--- src/rtl/seq_det_pkg.sv ---
// Shared defaults and config helpers for the parametrised serial pattern detector.
// Pure declarations: no logic, no latency, no flow control.
package seq_det_pkg;

  localparam int DEF_W = 8;
  localparam int DEF_CNT_W = 8;
  localparam logic [7:0] DEF_PATTERN = 8'b0001_0111;
  localparam int DEF_LEN = 5;

  // A programmed length is usable only if it selects at least one bit and fits the history.
  function automatic bit len_legal(input int len, input int w);
    return (len >= 1) && (len <= w);
  endfunction

endpackage

--- src/rtl/sat_counter.sv ---
// Saturating up-counter with synchronous clear; clear and increment together yield 1.
// Latency: count updates on the edge that samples clr/inc; no backpressure (inc never stalls).
module sat_counter #(
  parameter int W = 8
) (
  input  logic         clk,
  input  logic         reset,
  input  logic         clr,
  input  logic         inc,
  output logic [W-1:0] count
);

  logic [W-1:0] count_nxt;

  always_comb begin
    count_nxt = count;
    if (clr) begin
      count_nxt = inc ? W'(1) : '0;
    end else if (inc && (count != '1)) begin
      count_nxt = count + W'(1);
    end
  end

  always_ff @(posedge clk or negedge reset) begin
    if (!reset) begin
      count <= '0;
    end else begin
      count <= count_nxt;
    end
  end

endmodule

--- src/rtl/seq_detector_param.sv ---
// Serial bit-pattern detector with runtime pattern/length/overlap and a saturating match counter.
// Latency: match pulses 1 clock after the completing bit; no backpressure, one qualified bit per clock.
module seq_detector_param #(
  parameter int              W           = seq_det_pkg::DEF_W,
  parameter int              CNT_W       = seq_det_pkg::DEF_CNT_W,
  parameter logic [W-1:0]    DEF_PATTERN = W'(seq_det_pkg::DEF_PATTERN),
  parameter int              DEF_LEN     = seq_det_pkg::DEF_LEN,
  parameter bit              DEF_OVERLAP = 1'b1,
  localparam int             LW          = $clog2(W + 1)
) (
  input  logic             clk,
  input  logic             reset,
  input  logic             cfg_load,
  input  logic [W-1:0]     cfg_pattern,
  input  logic [LW-1:0]    cfg_len,
  input  logic             cfg_overlap,
  output logic             cfg_err,
  input  logic             in_valid,
  input  logic             in_bit,
  input  logic             cnt_clr,
  output logic             match,
  output logic [CNT_W-1:0] match_count
);

  import seq_det_pkg::*;

  logic [W-1:0]  hist;
  logic [W-1:0]  pat;
  logic [W-1:0]  mask;
  logic [W-1:0]  cand;
  logic [LW-1:0] fill;
  logic [LW-1:0] fill_nxt;
  logic [LW-1:0] len;
  logic          ovl;
  logic          cfg_ok;
  logic          cfg_bad;
  logic          accept;
  logic          fill_ok;
  logic          hit;

  always_comb begin
    mask = '0;
    for (int i = 0; i < W; i++) begin
      mask[i] = (LW'(i) < len);
    end
  end

  // A legal load wins over a coincident bit: that bit belongs to neither the old nor the new pattern.
  assign cfg_ok  = cfg_load && len_legal(int'(cfg_len), W);
  assign cfg_bad = cfg_load && !len_legal(int'(cfg_len), W);
  assign accept  = in_valid && !cfg_ok;
  assign cand    = {hist[W-2:0], in_bit};
  assign fill_ok = (({1'b0, fill} + (LW + 1)'(1)) >= {1'b0, len});
  assign hit     = accept && fill_ok && (((cand ^ pat) & mask) == '0);

  always_comb begin
    fill_nxt = fill;
    if (hit && !ovl) begin
      fill_nxt = '0;
    end else if (fill != LW'(W)) begin
      fill_nxt = fill + LW'(1);
    end
  end

  always_ff @(posedge clk or negedge reset) begin
    if (!reset) begin
      pat     <= DEF_PATTERN;
      len     <= LW'(DEF_LEN);
      ovl     <= DEF_OVERLAP;
      hist    <= '0;
      fill    <= '0;
      match   <= 1'b0;
      cfg_err <= 1'b0;
    end else begin
      match   <= hit;
      cfg_err <= cfg_bad;
      if (cfg_ok) begin
        pat  <= cfg_pattern;
        len  <= cfg_len;
        ovl  <= cfg_overlap;
        hist <= '0;
        fill <= '0;
      end else if (accept) begin
        hist <= cand;
        fill <= fill_nxt;
      end
    end
  end

  sat_counter #(
    .W(CNT_W)
  ) u_match_cnt (
    .clk  (clk),
    .reset(reset),
    .clr  (cnt_clr),
    .inc  (hit),
    .count(match_count)
  );

endmodule

--- config.mk ---
export PLATFORM = sky130hd
export DESIGN_NAME = seq_detector_param
export DESIGN_NICKNAME = d
export VERILOG_FILES = /design/src/rtl/seq_det_pkg.sv /design/src/rtl/sat_counter.sv /design/src/rtl/seq_detector_param.sv
export SDC_FILE = /design/constraint.sdc
export NUM_CORES = 1
export LEC_CHECK = 0
export CORE_ASPECT_RATIO = 1.2
export CORE_MARGIN = 2
export CORE_UTILIZATION = 45
export CTS_BUF_LIST = sky130_fd_sc_hd__clkbuf_2 sky130_fd_sc_hd__clkbuf_4 sky130_fd_sc_hd__clkbuf_8
export CTS_CLUSTER_SIZE = 40
export DETAILED_ROUTE_END_ITERATION = 8
export GPL_TIMING_DRIVEN = 1
export PLACE_DENSITY = 0.69
export REMOVE_ABC_BUFFERS = 1
export SKIP_CTS_REPAIR_TIMING = 1
export SYNTH_ARGS = -nofsm -noshare
export SYNTH_HDL_FRONTEND = slang
export SYNTH_SLANG_ARGS = --single-unit
--- constraint.sdc ---
create_clock -name clk -period 3 [get_ports clk]
set_input_delay 0.6 -clock clk [delete_from_list [all_inputs] [get_ports clk]]
set_output_delay 0.6 -clock clk [all_outputs]
set_load 0.005 [all_outputs]
==> results of run 1 <==
-- logic make-up after synthesis --
kind of cell,Yosys count,synth area share
simple gates,81,0.210
mux,10,0.0561
fa+ha+maj,7,0.0484
xor+xnor,13,0.0630
compound gates,33,0.111
flops,34,0.475
buf+inv,16,0.0353
-- flip-flops by register name, summed over array words and instances, names as in the netlist --
| register | count |
|---|---|
| cfg_err | 1 |
| fill | 4 |
| hist | 7 |
| len | 4 |
| match | 1 |
| ovl | 1 |
| pat | 8 |
| u_match_cnt.count | 8 |
-- Yosys cell counts, types with 2 or more instances --
cell type   n  area (µm²)
or4_1       3        22.5
xnor2_1    11        96.3
a31oi_1     2        12.5
dfrtp_1    27         676
buf_2       3        15.0
nor2_1     15        56.3
nand3_1     7        35.0
o31ai_1     4        30.0
xor2_1      2        17.5
nor3_1      6        30.0
mux2i_1     9        90.1
nand2_1    36         135
o41ai_1     2        17.5
o21ai_0    11        55.1
a211oi_1    3        22.5
nand4_1     3        18.8
dfstp_2     7         184
inv_1       9        33.8
ha_1        7        87.6
nand2b_1    4        25.0
a21oi_1     9        45.0
clkbuf_1    4        15.0
-- worst register-to-register path: stages, from the launching register on --
cell and delay [ns]:
dfrtp_1 0.41, inv_1 0.09, ha_1 0.32, ha_1 0.28, a211oi_1 0.05, o21ai_0 0.23
nand4_1 0.33, nor4b_1 0.42, mux2_2 0.37
-- where the power goes --
group	internal (W)	switching, W	total (W)
Clock	0.000184	0.000166	0.000350
Combinational	0.000163	0.000164	0.000328
Sequential	0.000527	0.0000680	0.000595
Total	0.000874	0.000398	0.00127
-- cell type report --
class | instances | area share
Timing Repair Buffer | 34 | 0.144
Inverter | 9 | 0.0149
Clock buffer | 6 | 0.0364
Clock inverter | 2 | 0.00552
Multi-Input combinational cell | 144 | 0.390
Sequential cell | 34 | 0.379
Tap cell | 54 | 0.0298
-- metal layers --
layer	vias to the layer above	wire length [µm]
met2	21	1880
li1	739	-
met1	704	1620
met4	0	63
met3	7	114
met5	-	0
-- how the worst min path moves through the flow --
stage / start / end / slack [ns] / cells after the start
after floorplan: reset / cfg_err$_DFF_PN0_ / 0.30 / 0
after global placement: ovl$_DFFE_PN1P_ / ovl$_DFFE_PN1P_ / 0.45 / 2
after detailed placement: ovl$_DFFE_PN1P_ / ovl$_DFFE_PN1P_ / 0.45 / 2
after CTS: ovl$_DFFE_PN1P_ / ovl$_DFFE_PN1P_ / 0.46 / 2
after global routing: ovl$_DFFE_PN1P_ / ovl$_DFFE_PN1P_ / 0.48 / 2
final: ovl$_DFFE_PN1P_ / ovl$_DFFE_PN1P_ / 0.46 / 2
-- through the flow --
step           hold WS [ns]  area (µm²)  utilization
2_1_floorplan         0.304        1780            -
3_3_place_gp          0.450        2170        0.555
3_5_place_dp          0.452        2170        0.555
4_1_cts               0.464        2270        0.580
5_1_grt               0.477        2270        0.580
6_report              0.461        2270        0.580
==> flow_metrics.py, run 1 <==
metrics = {
    "layout": {
        "final_nets": 254,
        "mostFrequentLayoutCell": "nand2_1",
        "area_delta_synth_final_pct": 25.3,
        "layout_common_cells": "nand2_1 (36), clkdlybuf4s50_1 (28), dfrtp_1 (27), nor2_1 (15)",
        "regArea_um2": 860,
        "multi_input_area_um2": 885,
        "final_cells": 283,
        "drive_gt1_frac": 0.114,
        "n_fill_cell": 359,
        "antennaDiodeCount": 0,
    },
    "critical_path": {
        "cp_slowest_cell": "or4_4",
        "cp.arrival_ns": 2.83,
        "max_stage_delay_ns": 0.55,
        "crit_type": "in2reg",
        "cp-endpoint": "u_match_cnt.count[4]$_DFFE_PN0P_",
        "endpoint_kind": "flop",
        "timing.reg2reg.setup_slack_ns": 0.38,
        "path_delay_family": "simple AND/OR/NAND/NOR gates",
        "r2r-end": "u_match_cnt.count[4]$_DFFE_PN0P_",
        "reg2regPathDepth": 8,
        "cp_data_required_time_ns": 3.18,
        "startpoint": "cfg_len[3]",
        "path_depth": 6,
        "path_buf_inv": 1,
        "path_cells": "clkdlybuf4s50_1 > or4_4 > nand3_1 > nand4_1 > nor4b_1 > mux2_2",
        "crit_path_start_kind": "primary input",
        "rr_startpoint": "fill[0]$_DFFE_PN0P_",
        "path_max_fanout": 8,
    },
    "die": {
        "dieHeight_um": 73.4,
        "fp.dieW_um": 61.9,
        "io_pins": 29,
        "die_area_um2": 4540,
        "fp-row-count": 25,
        "start_util": 0.462,
        "core_area_um2": 3910,
    },
    "global_route": {
        "grt.met2_usage": 0.329,
        "grt_overflow": 0,
        "grt_pass1_vias": 1438,
        "grt_max_degree": 35,
        "met3_usage": 0.0475,
        "grtUsageTotal": 0.194,
        "top_usage_layer": "met2",
        "gr-usage-met1": 0.232,
        "antenna_found_initial": 0,
        "grt_pass1_wl_um": 6470,
    },
    "routing": {
        "first_pass_iters": 4,
        "via_per_inst": 5.20,
        "via_count": 1471,
        "routed_wl_um": 3680,
        "drtIter0Drc": 99,
        "drc": 0,
        "wire_per_inst_um": 13.0,
        "ant_nets": 0,
    },
    "place": {
        "gp_congestion": 0.792,
        "io_buffers": 28,
        "dp.cells": 275,
        "place_ws_ns": 0.0278,
        "dp_hpwl_um": 2720,
    },
    "power": {
        "p_per_area_nw_per_um2": 561,
        "total_power_w": 0.00127,
        "peakVddDrop_v": 0.000278,
        "leakage_nw": 0.981,
    },
    "sta": {
        "finalClockSkew_ns": 0.00377,
        "min_period_ns": 2.65,
        "setup_viol": 0,
        "max_slew.worst_pin.slew_ns": 0.537,
        "rsz0062_at_grt": "false",
        "final_max_slew_viol_count": 0,
        "fin_crit_sh": 0.883,
        "tns_ns": 0,
        "slew_headroom": 0.641,
        "max_freq_mhz": 378,
        "fin_ws_ns": 0.352,
        "hold_violations": 0,
    },
    "clocking": {
        "cts.clk_slew.worst_paths_ns": 0.07,
        "clock_latency_ns": 0.29,
        "cts_tree": "done",
        "htree_levels": 2,
        "numCtsBuffers": 5,
        "cts.sinks": 34,
        "clock-root-buffer": "clkbuf_8",
        "clockBufferDepth": 2,
    },
    "logic_synthesis": {
        "synth_edf_count": 0,
        "yosys_warnings": 0,
        "ys_seq_elements": 34,
        "syn-cell-area_um2": 1810,
        "synth_area_per_cell_um2": 9.32,
        "yosysSeqAreaShare": 0.475,
        "synthFlopType": "dfrtp_1",
        "synth_cells": 194,
        "synth_cell_types": 32,
        "synthArstFlopShare": 1.00,
    },
    "flow_run": {
        "max-cap-violations": 0,
    },
    "status": {
        "status": "completed",
    },
    "worst_hold_path": {
        "hp-class": "reg2reg",
    },
}
Power figures use the tool's default switching activity.
==> run 2, diff against run 1 <==
--- a/config.mk
+++ b/config.mk
@@ -14,7 +14,9 @@
 export GPL_TIMING_DRIVEN = 1
 export PLACE_DENSITY = 0.69
 export REMOVE_ABC_BUFFERS = 1
+export SETUP_SLACK_MARGIN = 0.4
 export SKIP_CTS_REPAIR_TIMING = 1
 export SYNTH_ARGS = -nofsm -noshare
 export SYNTH_HDL_FRONTEND = slang
+export SYNTH_HIERARCHICAL = 1
 export SYNTH_SLANG_ARGS = --single-unit
==> flow_metrics.py, run 2 <==
metrics = {
    "logic_synthesis": {
        "synthArstFlopShare": 1.00,
        "ys_seq_elements": 34,
        "synth_cells": 191,
        "synth_commonest_cells": "nand2_1 (38), dfrtp_1 (27), a21oi_1 (10)",
        "synthXorXnorAreaFrac": 0.0614,
        "synth_top_area_cell": "dfrtp_1",
        "synth-compound-area-share": 0.114,
        "synthMuxAreaShare": 0.0486,
        "synth_area_per_cell_um2": 9.71,
        "synthFlopType": "dfrtp_1",
        "synth_cell_types": 43,
        "syn-cell-area_um2": 1860,
        "synth-adder-area-share": 0.0472,
        "yosysMostFrequentCell": "nand2_1",
        "yosys_warnings": 6,
        "yosysSeqAreaShare": 0.463,
        "synthSimpleGateAreaFrac": 0.226,
        "netlist.area_leader.share": 0.364,
        "synth_top_family_by_area": "simple AND/OR/NAND/NOR gates",
        "yosys-top-cells-area": "dfrtp_1 (36%), dfstp_2 (9.9%), nand2_1 (7.7%), mux2i_1 (4.9%), ha_1 (4.7%)",
        "synth_edf_count": 0,
    },
    "worst_hold_path": {
        "whs_endpoint": "pat[0]$_DFFE_PN1P_",
        "hold_depth": 2,
        "hp-class": "reg2reg",
        "hp-start": "pat[0]$_DFFE_PN1P_",
    },
    "layout": {
        "area_delta_synth_final_pct": 22.1,
        "n_fill_cell": 369,
        "antennaDiodeCount": 0,
        "mostFrequentLayoutCell": "nand2_1",
        "final_nets": 248,
        "reg_top3": "pat: 8 flops, u_match_cnt/count: 8 flops, hist: 7 flops",
        "layout_common_cells": "nand2_1 (38), clkdlybuf4s50_1 (28), dfrtp_1 (27), a21oi_1 (10)",
        "drive_gt1_frac": 0.122,
        "final_area_um2": 2270,
    },
    "routing": {
        "via_count": 1464,
        "first_pass_iters": 4,
        "routed_wl_um": 3880,
        "via_per_inst": 5.32,
        "ant_nets": 0,
        "drtIter0Drc": 59,
        "drc": 0,
        "wire_per_inst_um": 14.1,
    },
    "global_route": {
        "grt_overflow": 0,
        "grt_max_degree": 35,
        "grtUsageTotal": 0.183,
        "grt_pass1_vias": 1442,
        "grt_pass1_wl_um": 6430,
        "antenna_found_initial": 0,
    },
    "status": {
        "status": "completed",
    },
    "sta": {
        "final_max_slew_viol_count": 0,
        "max_freq_mhz": 414,
        "rsz0062_at_grt": "false",
        "min_period_ns": 2.42,
        "fin_crit_sh": 0.806,
        "setup_viol": 0,
        "whs_ns": 0.466,
        "tns_ns": 0,
        "finalClockSkew_ns": 0.00602,
        "hold_violations": 0,
        "max_slew.worst_pin.slew_ns": 0.432,
        "fin_ws_ns": 0.582,
        "slew_headroom": 0.712,
    },
    "critical_path": {
        "timing.reg2reg.setup_slack_ns": 0.59,
        "crit_path_start_kind": "primary input",
        "r2r-end": "u_match_cnt/count[5]$_DFFE_PN0P_",
        "cp.arrival_ns": 2.58,
        "reg2regPathDepth": 9,
        "startpoint": "cfg_len[0]",
        "endpoint_kind": "flop",
        "rr_startpoint": "fill[0]$_DFFE_PN0P_",
        "crit_type": "in2reg",
        "cp_data_required_time_ns": 3.16,
        "path_max_fanout": 6,
    },
    "clocking": {
        "cts.clk_slew.worst_paths_ns": 0.06,
        "htree_levels": 2,
        "clockBufferDepth": 2,
        "clock-root-buffer": "clkbuf_8",
        "numCtsBuffers": 5,
        "cts_tree": "done",
        "clock_latency_ns": 0.29,
        "cts.sinks": 34,
    },
    "power": {
        "p_per_area_nw_per_um2": 563,
        "peakVddDrop_v": 0.000246,
        "leakage_nw": 1.00,
    },
    "die": {
        "dieHeight_um": 74.3,
        "fp-row-count": 25,
        "die_area_um2": 4660,
        "fp.dieW_um": 62.6,
        "io_pins": 29,
        "start_util": 0.471,
        "core_area_um2": 3940,
    },
    "place": {
        "place_area_um2": 2180,
        "dp_hpwl_um": 2710,
        "io_buffers": 28,
        "gp_congestion": 0.808,
        "place_ws_ns": 0.213,
    },
    "flow_run": {
        "max-cap-violations": 0,
    },
}
[run 2: cell type report]
cell class                      count  area, µm²  area share
Multi-Input combinational cell    143        927       0.409
Sequential cell                    34        860       0.379
Timing Repair Buffer               31        303       0.134
Clock buffer                        6       82.6      0.0364
Tap cell                           54       67.6      0.0298
Inverter                            7       26.3      0.0116
[run 2: logic make-up (layout without fill, tap and decap cells)]
logic type,after synthesis,in the layout
xor gates and xnor gates,13,13
buffers and inverters,14,44
DFF,34,34
AOI/OAI and AO/OA,33,33
muxes,9,9
and+or+nand+nor,81,81
adders and majority gates,7,7
[run 2: power breakdown]
part / total (W) / internal [W] / switching [W]
sequential: 0.000604 / 0.000533 / 0.0000713
combinational: 0.000340 / 0.000172 / 0.000168
clock: 0.000332 / 0.000177 / 0.000155
[run 2: routing by layer]
layer | up-vias | GRT usage | share of wire
li1 | 724 | - | -
met1 | 700 | 0.201 | 0.44
met2 | 35 | 0.337 | 0.50
met3 | 5 | 0.0469 | 0.037
met4 | 0 | 0.0815 | 0.019
met5 | - | 0 | 0
[run 2: how the worst max path moves through the flow]
stage	endpoint	slack [ns]	depth (start not counted)
after floorplan	u_match_cnt/count[6]$_DFFE_PN0P_	0.45	8
after global placement	u_match_cnt/count[5]$_DFFE_PN0P_	0.25	9
after detailed placement	u_match_cnt/count[5]$_DFFE_PN0P_	0.21	9
after CTS	u_match_cnt/count[5]$_DFFE_PN0P_	0.46	9
after global routing	u_match_cnt/count[5]$_DFFE_PN0P_	0.44	9
final	u_match_cnt/count[5]$_DFFE_PN0P_	0.58	9
[run 2: through the flow]
step / power (W) / cells / utilization
4_1_cts: 0.00128 / 275 / 0.574
5_1_grt: 0.00136 / 275 / 0.575
3_5_place_dp: 0.000947 / 269 / 0.553
6_report: 0.00128 / 275 / 0.575
2_1_floorplan: 0.000819 / 184 / -
3_3_place_gp: 0.000942 / 269 / 0.553
[run 2: critical path, cell delays in order]
cell             delay [ns]
clkdlybuf4s50_1        0.44
nor3_2                 0.24
xnor2_1                0.13
and2_1                 0.18
nor2_1                 0.10
and3_4                 0.24
nand4_2                0.19
a2111oi_2              0.37
nor3b_1                0.08
